--- config.mk ---
export PLATFORM = sky130hd
export DESIGN_NAME = dlm_bank_arb_flat
export DESIGN_NICKNAME = d
export VERILOG_FILES = /design/src/rtl/dlm_bank_arb_if.sv /design/src/rtl/dlm_bank_arb.sv /design/src/flat_wrapper.sv
export SDC_FILE = /design/constraint.sdc
export NUM_CORES = 1
export LEC_CHECK = 0
export CORE_AREA = 4 4 234 236
export DETAILED_ROUTE_END_ITERATION = 8
export DIE_AREA = 0 0 238 240
export PLACE_DENSITY = 0.47
export RECOVER_POWER = 100
export SYNTH_ARGS = -nofsm -noshare
export SYNTH_HDL_FRONTEND = slang
export SYNTH_SLANG_ARGS = --single-unit
--- constraint.sdc ---
create_clock -name clk -period 3.38 [get_ports clk]
set_input_delay 0.676 -clock clk [delete_from_list [all_inputs] [get_ports clk]]
set_output_delay 0.676 -clock clk [all_outputs]
set_load 0.02 [all_outputs]
--- src/rtl/dlm_bank_arb_if.sv ---
// rtl/dlm_bank_arb_if.sv - signal bundle between dlm_bank_arb and its requesters/banks
// Purpose: groups the core and DMC request/response ports and the per-bank SRAM ports.
// Ports (modports):
//   slave  - arbiter side: takes core_req_*/dmc_req_*, drives *_req_ready, *_rsp_*, bank_*,
//            receives bank_rdata
//   master - environment side: requesters and SRAM banks (mirror of slave)
// Bank vectors are flat, bank b occupying slice [b*W +: W].
interface dlm_bank_arb_if #(
  parameter int NBANKS  = 2,
  parameter int BANK_AW = 10,
  parameter int DW      = 64
);
  localparam int NBE  = DW / 8;
  localparam int BSW  = $clog2(NBANKS);
  localparam int OFFW = $clog2(NBE);
  localparam int AW   = BANK_AW + BSW + OFFW;

  logic                      core_req_valid;
  logic                      core_req_ready;
  logic                      core_req_we;
  logic [AW-1:0]             core_req_addr;
  logic [DW-1:0]             core_req_wdata;
  logic [NBE-1:0]            core_req_be;
  logic                      core_rsp_valid;
  logic [DW-1:0]             core_rsp_rdata;

  logic                      dmc_req_valid;
  logic                      dmc_req_ready;
  logic                      dmc_req_we;
  logic [AW-1:0]             dmc_req_addr;
  logic [DW-1:0]             dmc_req_wdata;
  logic [NBE-1:0]            dmc_req_be;
  logic                      dmc_rsp_valid;
  logic [DW-1:0]             dmc_rsp_rdata;

  logic [NBANKS-1:0]         bank_ce;
  logic [NBANKS-1:0]         bank_we;
  logic [NBANKS*BANK_AW-1:0] bank_addr;
  logic [NBANKS*DW-1:0]      bank_wdata;
  logic [NBANKS*NBE-1:0]     bank_be;
  logic [NBANKS*DW-1:0]      bank_rdata;

  modport slave (
    input  core_req_valid, core_req_we, core_req_addr, core_req_wdata, core_req_be,
    output core_req_ready, core_rsp_valid, core_rsp_rdata,
    input  dmc_req_valid, dmc_req_we, dmc_req_addr, dmc_req_wdata, dmc_req_be,
    output dmc_req_ready, dmc_rsp_valid, dmc_rsp_rdata,
    output bank_ce, bank_we, bank_addr, bank_wdata, bank_be,
    input  bank_rdata
  );

  modport master (
    output core_req_valid, core_req_we, core_req_addr, core_req_wdata, core_req_be,
    input  core_req_ready, core_rsp_valid, core_rsp_rdata,
    output dmc_req_valid, dmc_req_we, dmc_req_addr, dmc_req_wdata, dmc_req_be,
    input  dmc_req_ready, dmc_rsp_valid, dmc_rsp_rdata,
    input  bank_ce, bank_we, bank_addr, bank_wdata, bank_be,
    output bank_rdata
  );
endinterface

--- src/rtl/dlm_bank_arb.sv ---
// rtl/dlm_bank_arb.sv - per-bank core/DMC arbiter for the banked DLM SRAMs
// Purpose: shares NBANKS word-interleaved SRAM banks between the core LSU (port 0) and the
//   DMC SRIF (port 1). Core has fixed priority on a contested bank; after STARVE_MAX
//   consecutive DMC losses on that bank DMC is forced to win. Reads return 1 cycle later.
// Ports:
//   clk          clock, rising edge
//   rst          synchronous active-high reset
//   bus          dlm_bank_arb_if.slave: core/dmc req+rsp, bank_* SRAM ports
//   conflict_cnt saturating count of cycles with a contested bank (DLM_BANK_ARB_STATS_EN only)
// Optional feature macro: DLM_BANK_ARB_STATS_EN
module dlm_bank_arb #(
  parameter int NBANKS     = 2,
  parameter int BANK_AW    = 10,
  parameter int DW         = 64,
  parameter int STARVE_MAX = 4
) (
  input  logic          clk,
  input  logic          rst,
  dlm_bank_arb_if.slave bus
`ifdef DLM_BANK_ARB_STATS_EN
  ,
  output logic [31:0]   conflict_cnt
`endif
);
  localparam int NBE  = DW / 8;
  localparam int BSW  = $clog2(NBANKS);
  localparam int OFFW = $clog2(NBE);
  localparam logic [3:0] SMAX = 4'(STARVE_MAX);

  logic [BSW-1:0]                 core_bank, dmc_bank;
  logic [BANK_AW-1:0]             core_word, dmc_word;
  logic [2*OFFW-1:0]              unused_offset;
  logic [NBANKS-1:0]              core_tgt, dmc_tgt, both_req, core_gnt, dmc_gnt;
  logic                           core_ready, dmc_ready;
  logic [NBANKS-1:0][3:0]         starve_cnt_d, starve_cnt_q;
  logic [1:0]                     rd_pend_d, rd_pend_q;
  logic [1:0][BSW-1:0]            bank_sel_d, bank_sel_q;
  logic [NBANKS-1:0]              ce_b, we_b;
  logic [NBANKS-1:0][BANK_AW-1:0] addr_b;
  logic [NBANKS-1:0][DW-1:0]      wdata_b, rdata_b;
  logic [NBANKS-1:0][NBE-1:0]     be_b;
  logic                           core_rsp_valid, dmc_rsp_valid;

  // Word interleave: bank select sits just above the byte offset, which is dropped.
  assign core_bank     = bus.core_req_addr[OFFW +: BSW];
  assign core_word     = bus.core_req_addr[OFFW+BSW +: BANK_AW];
  assign dmc_bank      = bus.dmc_req_addr[OFFW +: BSW];
  assign dmc_word      = bus.dmc_req_addr[OFFW+BSW +: BANK_AW];
  assign unused_offset = {bus.core_req_addr[OFFW-1:0], bus.dmc_req_addr[OFFW-1:0]};

  always_comb begin
    core_tgt = '0;
    dmc_tgt  = '0;
    both_req = '0;
    core_gnt = '0;
    dmc_gnt  = '0;
    for (int b = 0; b < NBANKS; b++) begin
      core_tgt[b] = bus.core_req_valid && (core_bank == BSW'(b));
      dmc_tgt[b]  = bus.dmc_req_valid && (dmc_bank == BSW'(b));
      both_req[b] = core_tgt[b] && dmc_tgt[b];
      // On a contested bank DMC wins only once its loss streak has reached STARVE_MAX.
      core_gnt[b] = !rst && core_tgt[b] && !(both_req[b] && starve_cnt_q[b] == SMAX);
      dmc_gnt[b]  = !rst && dmc_tgt[b] && !(both_req[b] && starve_cnt_q[b] != SMAX);
    end
  end

  assign core_ready = |core_gnt;
  assign dmc_ready  = |dmc_gnt;

  always_comb begin
    ce_b    = '0;
    we_b    = '0;
    addr_b  = '0;
    wdata_b = '0;
    be_b    = '0;
    for (int b = 0; b < NBANKS; b++) begin
      ce_b[b] = core_gnt[b] || dmc_gnt[b];
      if (core_gnt[b]) begin
        we_b[b]    = bus.core_req_we;
        addr_b[b]  = core_word;
        wdata_b[b] = bus.core_req_wdata;
        be_b[b]    = bus.core_req_be;
      end else if (dmc_gnt[b]) begin
        we_b[b]    = bus.dmc_req_we;
        addr_b[b]  = dmc_word;
        wdata_b[b] = bus.dmc_req_wdata;
        be_b[b]    = bus.dmc_req_be;
      end
    end
  end

  always_comb begin
    starve_cnt_d = starve_cnt_q;
    for (int b = 0; b < NBANKS; b++) begin
      if (dmc_gnt[b]) begin
        starve_cnt_d[b] = '0;
      end else if (both_req[b] && core_gnt[b]) begin
        starve_cnt_d[b] = starve_cnt_q[b] + 4'd1;
      end
    end
    rd_pend_d  = {dmc_ready && !bus.dmc_req_we, core_ready && !bus.core_req_we};
    bank_sel_d = bank_sel_q;
    if (rd_pend_d[0]) bank_sel_d[0] = core_bank;
    if (rd_pend_d[1]) bank_sel_d[1] = dmc_bank;
  end

`ifdef DLM_BANK_ARB_STATS_EN
  logic [31:0] conflict_cnt_d, conflict_cnt_q;

  always_comb begin
    conflict_cnt_d = conflict_cnt_q;
    if ((|both_req) && (conflict_cnt_q != 32'hFFFF_FFFF)) begin
      conflict_cnt_d = conflict_cnt_q + 32'd1;
    end
  end

  always_ff @(posedge clk) begin
    if (rst) conflict_cnt_q <= '0;
    else     conflict_cnt_q <= conflict_cnt_d;
  end

  assign conflict_cnt = conflict_cnt_q;
`endif

  always_ff @(posedge clk) begin
    if (rst) begin
      starve_cnt_q <= '0;
      rd_pend_q    <= '0;
      bank_sel_q   <= '0;
    end else begin
      starve_cnt_q <= starve_cnt_d;
      rd_pend_q    <= rd_pend_d;
      bank_sel_q   <= bank_sel_d;
    end
  end

  // Responses are masked by rst so a read accepted just before reset never returns.
  assign core_rsp_valid = rd_pend_q[0] && !rst;
  assign dmc_rsp_valid  = rd_pend_q[1] && !rst;
  assign rdata_b        = bus.bank_rdata;

  assign bus.core_req_ready = core_ready;
  assign bus.dmc_req_ready  = dmc_ready;
  assign bus.core_rsp_valid = core_rsp_valid;
  assign bus.dmc_rsp_valid  = dmc_rsp_valid;
  assign bus.core_rsp_rdata = core_rsp_valid ? rdata_b[bank_sel_q[0]] : '0;
  assign bus.dmc_rsp_rdata  = dmc_rsp_valid ? rdata_b[bank_sel_q[1]] : '0;
  assign bus.bank_ce        = ce_b;
  assign bus.bank_we        = we_b;
  assign bus.bank_addr      = addr_b;
  assign bus.bank_wdata     = wdata_b;
  assign bus.bank_be        = be_b;
endmodule

--- src/flat_wrapper.sv ---
// flat-port wrapper written by rule: the top's interface ports become plain ports
module dlm_bank_arb_flat 
#(
  parameter int NBANKS     = 2,
  parameter int BANK_AW    = 10,
  parameter int DW         = 64,
  parameter int STARVE_MAX = 4
)
  (clk, rst, bus_core_req_valid, bus_core_req_we, bus_core_req_addr, bus_core_req_wdata, bus_core_req_be, bus_core_req_ready, bus_core_rsp_valid, bus_core_rsp_rdata, bus_dmc_req_valid, bus_dmc_req_we, bus_dmc_req_addr, bus_dmc_req_wdata, bus_dmc_req_be, bus_dmc_req_ready, bus_dmc_rsp_valid, bus_dmc_rsp_rdata, bus_bank_ce, bus_bank_we, bus_bank_addr, bus_bank_wdata, bus_bank_be, bus_bank_rdata);
  dlm_bank_arb_if #(.NBANKS(NBANKS), .BANK_AW(BANK_AW), .DW(DW)) bus_i ();
  input  logic clk;
  input  logic rst;
  input wire logic [$bits(bus_i.core_req_valid)-1:0] bus_core_req_valid;
  input wire logic [$bits(bus_i.core_req_we)-1:0] bus_core_req_we;
  input wire logic [$bits(bus_i.core_req_addr)-1:0] bus_core_req_addr;
  input wire logic [$bits(bus_i.core_req_wdata)-1:0] bus_core_req_wdata;
  input wire logic [$bits(bus_i.core_req_be)-1:0] bus_core_req_be;
  output wire logic [$bits(bus_i.core_req_ready)-1:0] bus_core_req_ready;
  output wire logic [$bits(bus_i.core_rsp_valid)-1:0] bus_core_rsp_valid;
  output wire logic [$bits(bus_i.core_rsp_rdata)-1:0] bus_core_rsp_rdata;
  input wire logic [$bits(bus_i.dmc_req_valid)-1:0] bus_dmc_req_valid;
  input wire logic [$bits(bus_i.dmc_req_we)-1:0] bus_dmc_req_we;
  input wire logic [$bits(bus_i.dmc_req_addr)-1:0] bus_dmc_req_addr;
  input wire logic [$bits(bus_i.dmc_req_wdata)-1:0] bus_dmc_req_wdata;
  input wire logic [$bits(bus_i.dmc_req_be)-1:0] bus_dmc_req_be;
  output wire logic [$bits(bus_i.dmc_req_ready)-1:0] bus_dmc_req_ready;
  output wire logic [$bits(bus_i.dmc_rsp_valid)-1:0] bus_dmc_rsp_valid;
  output wire logic [$bits(bus_i.dmc_rsp_rdata)-1:0] bus_dmc_rsp_rdata;
  output wire logic [$bits(bus_i.bank_ce)-1:0] bus_bank_ce;
  output wire logic [$bits(bus_i.bank_we)-1:0] bus_bank_we;
  output wire logic [$bits(bus_i.bank_addr)-1:0] bus_bank_addr;
  output wire logic [$bits(bus_i.bank_wdata)-1:0] bus_bank_wdata;
  output wire logic [$bits(bus_i.bank_be)-1:0] bus_bank_be;
  input wire logic [$bits(bus_i.bank_rdata)-1:0] bus_bank_rdata;
  assign bus_i.core_req_valid = bus_core_req_valid;
  assign bus_i.core_req_we = bus_core_req_we;
  assign bus_i.core_req_addr = bus_core_req_addr;
  assign bus_i.core_req_wdata = bus_core_req_wdata;
  assign bus_i.core_req_be = bus_core_req_be;
  assign bus_core_req_ready = bus_i.core_req_ready;
  assign bus_core_rsp_valid = bus_i.core_rsp_valid;
  assign bus_core_rsp_rdata = bus_i.core_rsp_rdata;
  assign bus_i.dmc_req_valid = bus_dmc_req_valid;
  assign bus_i.dmc_req_we = bus_dmc_req_we;
  assign bus_i.dmc_req_addr = bus_dmc_req_addr;
  assign bus_i.dmc_req_wdata = bus_dmc_req_wdata;
  assign bus_i.dmc_req_be = bus_dmc_req_be;
  assign bus_dmc_req_ready = bus_i.dmc_req_ready;
  assign bus_dmc_rsp_valid = bus_i.dmc_rsp_valid;
  assign bus_dmc_rsp_rdata = bus_i.dmc_rsp_rdata;
  assign bus_bank_ce = bus_i.bank_ce;
  assign bus_bank_we = bus_i.bank_we;
  assign bus_bank_addr = bus_i.bank_addr;
  assign bus_bank_wdata = bus_i.bank_wdata;
  assign bus_bank_be = bus_i.bank_be;
  assign bus_i.bank_rdata = bus_bank_rdata;
  dlm_bank_arb #(.NBANKS(NBANKS), .BANK_AW(BANK_AW), .DW(DW), .STARVE_MAX(STARVE_MAX)) u_core (.clk(clk), .rst(rst), .bus(bus_i));
endmodule
# Word level (Yosys, flattened, before mapping)
# Index checks and enable logic that the tools add are counted.
[word_totals] output_inout_bits=300 ff_bits=12 mem_bits_ro=0 mem_bits_rw=0 latch_bits=0 word_cells=74 n_memories=0
[classes] n_div=0 add_sub_neg=2 n_mux=22 n_lt_le_gt_ge=2 n_eq_ne=4 n_shift=0 n_reduce_logical=37 n_bitwise=2 mul=0
[op_table] cell="64-bit two-way mux" n=10
[op_table] cell="10-bit two-way mux" n=4
[op_table] cell="8-bit two-way mux" n=4
[op_table] cell="1-bit logical AND" n=24
[op_table] cell="4-bit by 1-bit adder with 4-bit output (second input constant)" n=2
[op_table] cell="4-bit by 3-bit == test with 1-bit output (second input constant)" n=2
[op_table] cell="4-bit by 3-bit != test with 1-bit output (second input constant)" n=2
[op_table] cell="2-bit OR reduction" n=4
[op_table] cell="1-bit logical NOT" n=7
[op_table] cell="1-bit by 2-bit less-than comparator with 1-bit output (second input constant)" n=2
[op_table] cell="1-bit two-way mux" n=4
[op_table] cell="1-bit logical OR" n=2
[op_table] cell="1-bit inverter" n=2

# Depth between registers and ports, before layout
[logic_depth] depth_word=8 ltp_mapped=7 mapped_depth_nobuf=5

# Worst setup path after synthesis
# No wires, ideal clock.
[synth_path] path_type="in2out" startpoint="input bus_core_req_valid" endpoint="output bus_bank_be[10]" required_time_ps=2704 setup_slack_ps=922 stages=5 path_buffers=2 arrival_time_ps=1782 path_cell_list="and2_1 a211oi_2 buf_4 buf_2 a22o_1"
[synth_via] elab_chain_len=7
[synth_lines] item="start, declared" line="flat_wrapper.sv:13" rtl="input wire logic [$bits(bus_i.core_req_valid)-1:0] bus_core_req_valid;"
[synth_lines] item="1-bit logical AND *" line="dlm_bank_arb.sv:58" rtl="core_tgt[b] = bus.core_req_valid && (core_bank == BSW'(b));"
[synth_lines] item="1-bit logical AND" line="dlm_bank_arb.sv:60" rtl="both_req[b] = core_tgt[b] && dmc_tgt[b];"
[synth_lines] item="1-bit logical AND" line="dlm_bank_arb.sv:63" rtl="dmc_gnt[b] = !rst && dmc_tgt[b] && !(both_req[b] && starve_cnt_q[b] != SMAX);"
[synth_lines] item="1-bit logical NOT" line="dlm_bank_arb.sv:63"
[synth_lines] item="1-bit logical AND" line="dlm_bank_arb.sv:63"
[synth_lines] item="8-bit two-way mux" line="dlm_bank_arb.sv:83" rtl="end else if (dmc_gnt[b]) begin"
[synth_lines] item="8-bit two-way mux *" line="dlm_bank_arb.sv:78" rtl="if (core_gnt[b]) begin"
[synth_lines] item="end, declared" line="flat_wrapper.sv:33" rtl="output wire logic [$bits(bus_i.bank_be)-1:0] bus_bank_be;"
# Every way passes the cells marked *; elsewhere a longest branch is shown, timed or not.

# Final worst setup path
[layout_path] startpoint="input rst" endpoint="output bus_dmc_rsp_rdata[29]"
[layout_via] elab_chain_len=3
[layout_lines] item="start, declared" line="flat_wrapper.sv:12" rtl="input logic rst;"
[layout_lines] item="1-bit logical NOT" line="dlm_bank_arb.sv:139" rtl="assign dmc_rsp_valid = rd_pend_q[1] && !rst;"
[layout_lines] item="1-bit logical AND" line="dlm_bank_arb.sv:139"
[layout_lines] item="64-bit two-way mux" line="dlm_bank_arb.sv:147" rtl="assign bus.dmc_rsp_rdata = dmc_rsp_valid ? rdata_b[bank_sel_q[1]] : '0;"
[layout_lines] item="end, declared" line="flat_wrapper.sv:28" rtl="output wire logic [$bits(bus_i.dmc_rsp_rdata)-1:0] bus_dmc_rsp_rdata;"
# Every way passes these cells.

==> summary.txt <==
Yosys
  • Post-synth top area share: between 30% and 40%
  • Synthesized area: 4320 um^2
  • Cell with the most instances after synthesis: a22o_1
  • Synth cell types: 37
  • Post-Synthesis Cells: 583
  • Seq/Total Area, Yosys: 5.56%
  • Main synth FF type: dfxtp_1
  • FFs w/ async S/R, synth: 0%
  • Yosys warnings: 0
  • Cell taking the most area after synthesis: a22o_1
  • Area contributors post-synth: a22o_1, mux2i_1, nor2_1
  • Post-Syn Area per Cell: ~7.4 um^2
  • Number of synthesized flops with an enable pin: 0
  • FF+latch count, synth: 12
  • Post-synth top cells: a22o_1, nor2_1, mux2i_1
  • Syn nets: ~890

Floorplan
  • DIE AREA: 57100 um^2
  • Placeable core area: between 50000 and 60000 um^2
  • Die height: between 200 and 250 um
  • Ports: 606
  • Rows: 84
  • Initial core utilization: 8.24%
  • Die width: approximately 240 um

Worst setup path
  • Crit path max fanout: 52
  • Arr. time, crit path: 2640 ps
  • Crit path cell chain: clkdlybuf4s50_1 > buf_12 > inv_1 > nand2_2 > buf_12 > nor2_1 > clkdlybuf4s50_1
  • Setup CP Type: primary input to output port
  • CP max stage cell: clkdlybuf4s50_1
  • Crit path buffers/inverters: 5
  • Worst path max stage delay: 640 ps
  • Top cell family by delay on the critical path: buffers and inverters
  • Crit path from: rst
  • Worst endpoint required time: about 2700 ps
  • Crit. End Element: output port
  • Worst r2r src: u_core.starve_cnt_q[4]
  • Crit path launch type: primary input

Clock network
  • CTS Buf Count: 3
  • Clk buf depth: 2
  • Clock sink count: 12
  • Worst skew pair latency: 240 ps
  • CTS tree: yes
  • H-tree Lvls: 1
  • CTS Root Buffer Type: clkbuf_16
  • Hold buffers post-CTS: 0
  • Clk slew on worst S/H paths: 40 ps

Timing
  • Final period utilization: 98.1%
  • Unrepaired setup endpoints after global routing: no
  • Final setup fails: 0
  • Least-Margin Pin Slew: around 1000 ps
  • Final Skew: approximately 2.6 ps
  • Setup Total Neg Slack: 0 ps
  • Pins Over Slew Limit: 0
  • Slew Limit Headroom: 32.9%
  • Final hold vios: 0
  • Final WS setup: 63.6 ps
  • Achievable Freq: approximately 300 MHz
  • Post-route minimum period: 3320 ps

Route
  • Starting DRT DRC Count: 276
  • DR WL/cell: 22.4 um
  • Routed WL: 42.5 mm
  • DRC viols: 0
  • Routed vias: 7459
  • Vias per cell: 3.93
  • First-pass DRT Iterations: 4
  • Final ANT Viol Nets: 0

Pwr
  • Power Total: 0.00163 W
  • Worst vdd ir: between 100 and 150 uV
  • Leak: 4.87 nW
  • Pwr dens: 141 nW/um^2

Global route
  • Grt total ovfl: 0
  • Initial antenna violation count: 13
  • GR Util All Layers: 13.4%
  • Largest net degree at the start of global routing: between 50 and 60
  • Vias in the first global route: 8011
  • Global-route wire length before repair: 57.1 mm

Outcome
  • Status: finished clean

Finish
  • Layout area overhead: 167%
  • Post-route cell area: 11500 um^2
  • Net count reported at finish: 1516
  • Fraction of layout cells with a size suffix above 1: 11.1%
  • FILL cells: 5845

Placement
  • Final HPWL DP: 36.3 mm
  • Place WS: -218 ps
  • Gpl congestion: 0.857
  • Number of buffers added on ports: around 600
  • DP Area: 11800 um^2

Hold path
  • Worst hold-check path type: flop to flop
  • Min-delay src: u_core.starve_cnt_q[1]

Flow run
  • # Max-Cap Violations: 0
path summary, 6_finish.rpt:
| kind | to | slack (ps) | depth (start not counted) |
|---|---|---|---|
| hold reg to reg | u_core.starve_cnt_q[1] | 480 | 2 |
| hold / removal | u_core.starve_cnt_q[1] | 480 | 2 |
| setup reg to reg | u_core.bank_sel_q[1] | 1570 | 7 |
| setup / recovery | bus_dmc_rsp_rdata[29] | 60 | 7 |
flip-flops by register name, summed over array words and instances (netlist names):
name and cells:
u_core.starve_cnt_q 8, u_core.bank_sel_q 2, u_core.rd_pend_q 2
cells in the final DEF (no fill, tap or decap), types with 6 or more instances in the layout:
master	n
buf_12	24
clkbuf_2	19
nand3_1	6
nor2_1	130
a22o_1	166
nand2_1	8
clkbuf_1	22
dlygate4sd3_1	64
dfxtp_1	10
clkdlybuf4s15_1	9
buf_4	71
diode_2	7
dlygate4sd2_1	126
clkdlybuf4s50_1	344
a21oi_1	6
inv_1	10
mux2i_1	128
cells by family after synthesis:
kind of cell	count (synthesis)	share of synthesized area, %
multiplexers	128	29.7
adder cells (fa/ha/maj)	4	1.16
buffers and inverters	79	8.86
AO/OA/AOI/OAI	190	38.2
flip-flops	12	5.56
AND/OR/NAND/NOR	170	16.6
what timing repair did:
item,4_1_cts,5_1_grt
setup endpoints to repair,143,28
buffers inserted,1,2
resized for setup,146,23
pin swaps,0,1
cloned,0,1
cell type report:
type / instances / area [um^2] / share of cell area, %
sequential: 12 / 245 / 2.12
timing repair buffer: 687 / 6560 / 56.8
clock buffer: 4 / 88.8 / 0.770
inverter: 10 / 37.5 / 0.325
multi-input combinational: 492 / 3730 / 32.3
tap: 688 / 861 / 7.46
antenna: 7 / 17.5 / 0.152
metal layers:
| metal | part of all wire [%] | track usage, % | vias up |
|---|---|---|---|
| met5 | 0 | 0 | - |
| li1 | - | - | 3472 |
| met3 | 9.4 | 4.54 | 36 |
| met1 | 38 | 15.1 | 3525 |
| met4 | 1.8 | 3.11 | 0 |
| met2 | 51 | 24.5 | 426 |
worst min-delay path, stage by stage, from the launching register on:
cell and delay [ps]:
dfxtp_1 330, nand2_1 60, a21oi_1 50
metrics by stage:
stage                     std cells  util (%)  hold slack (ps)
final                          1900      22.0              485
after global routing           1897      22.0              514
after CTS                      1890      22.4              488
after detailed placement       1885      22.6              483
after global placement         1885      22.6              480
after floorplan                 583         -              462
report_power, final:
| part | total (W) | internal [W] | leakage (nW) | switching (W) |
|---|---|---|---|---|
| Sequential | 0.000164 | 0.000145 | 0.0984 | 0.0000189 |
| Combinational | 0.00122 | 0.000656 | 4.73 | 0.000566 |
| Clock | 0.000241 | 0.000179 | 0.0442 | 0.0000626 |
(Power assumes the default switching activity.)
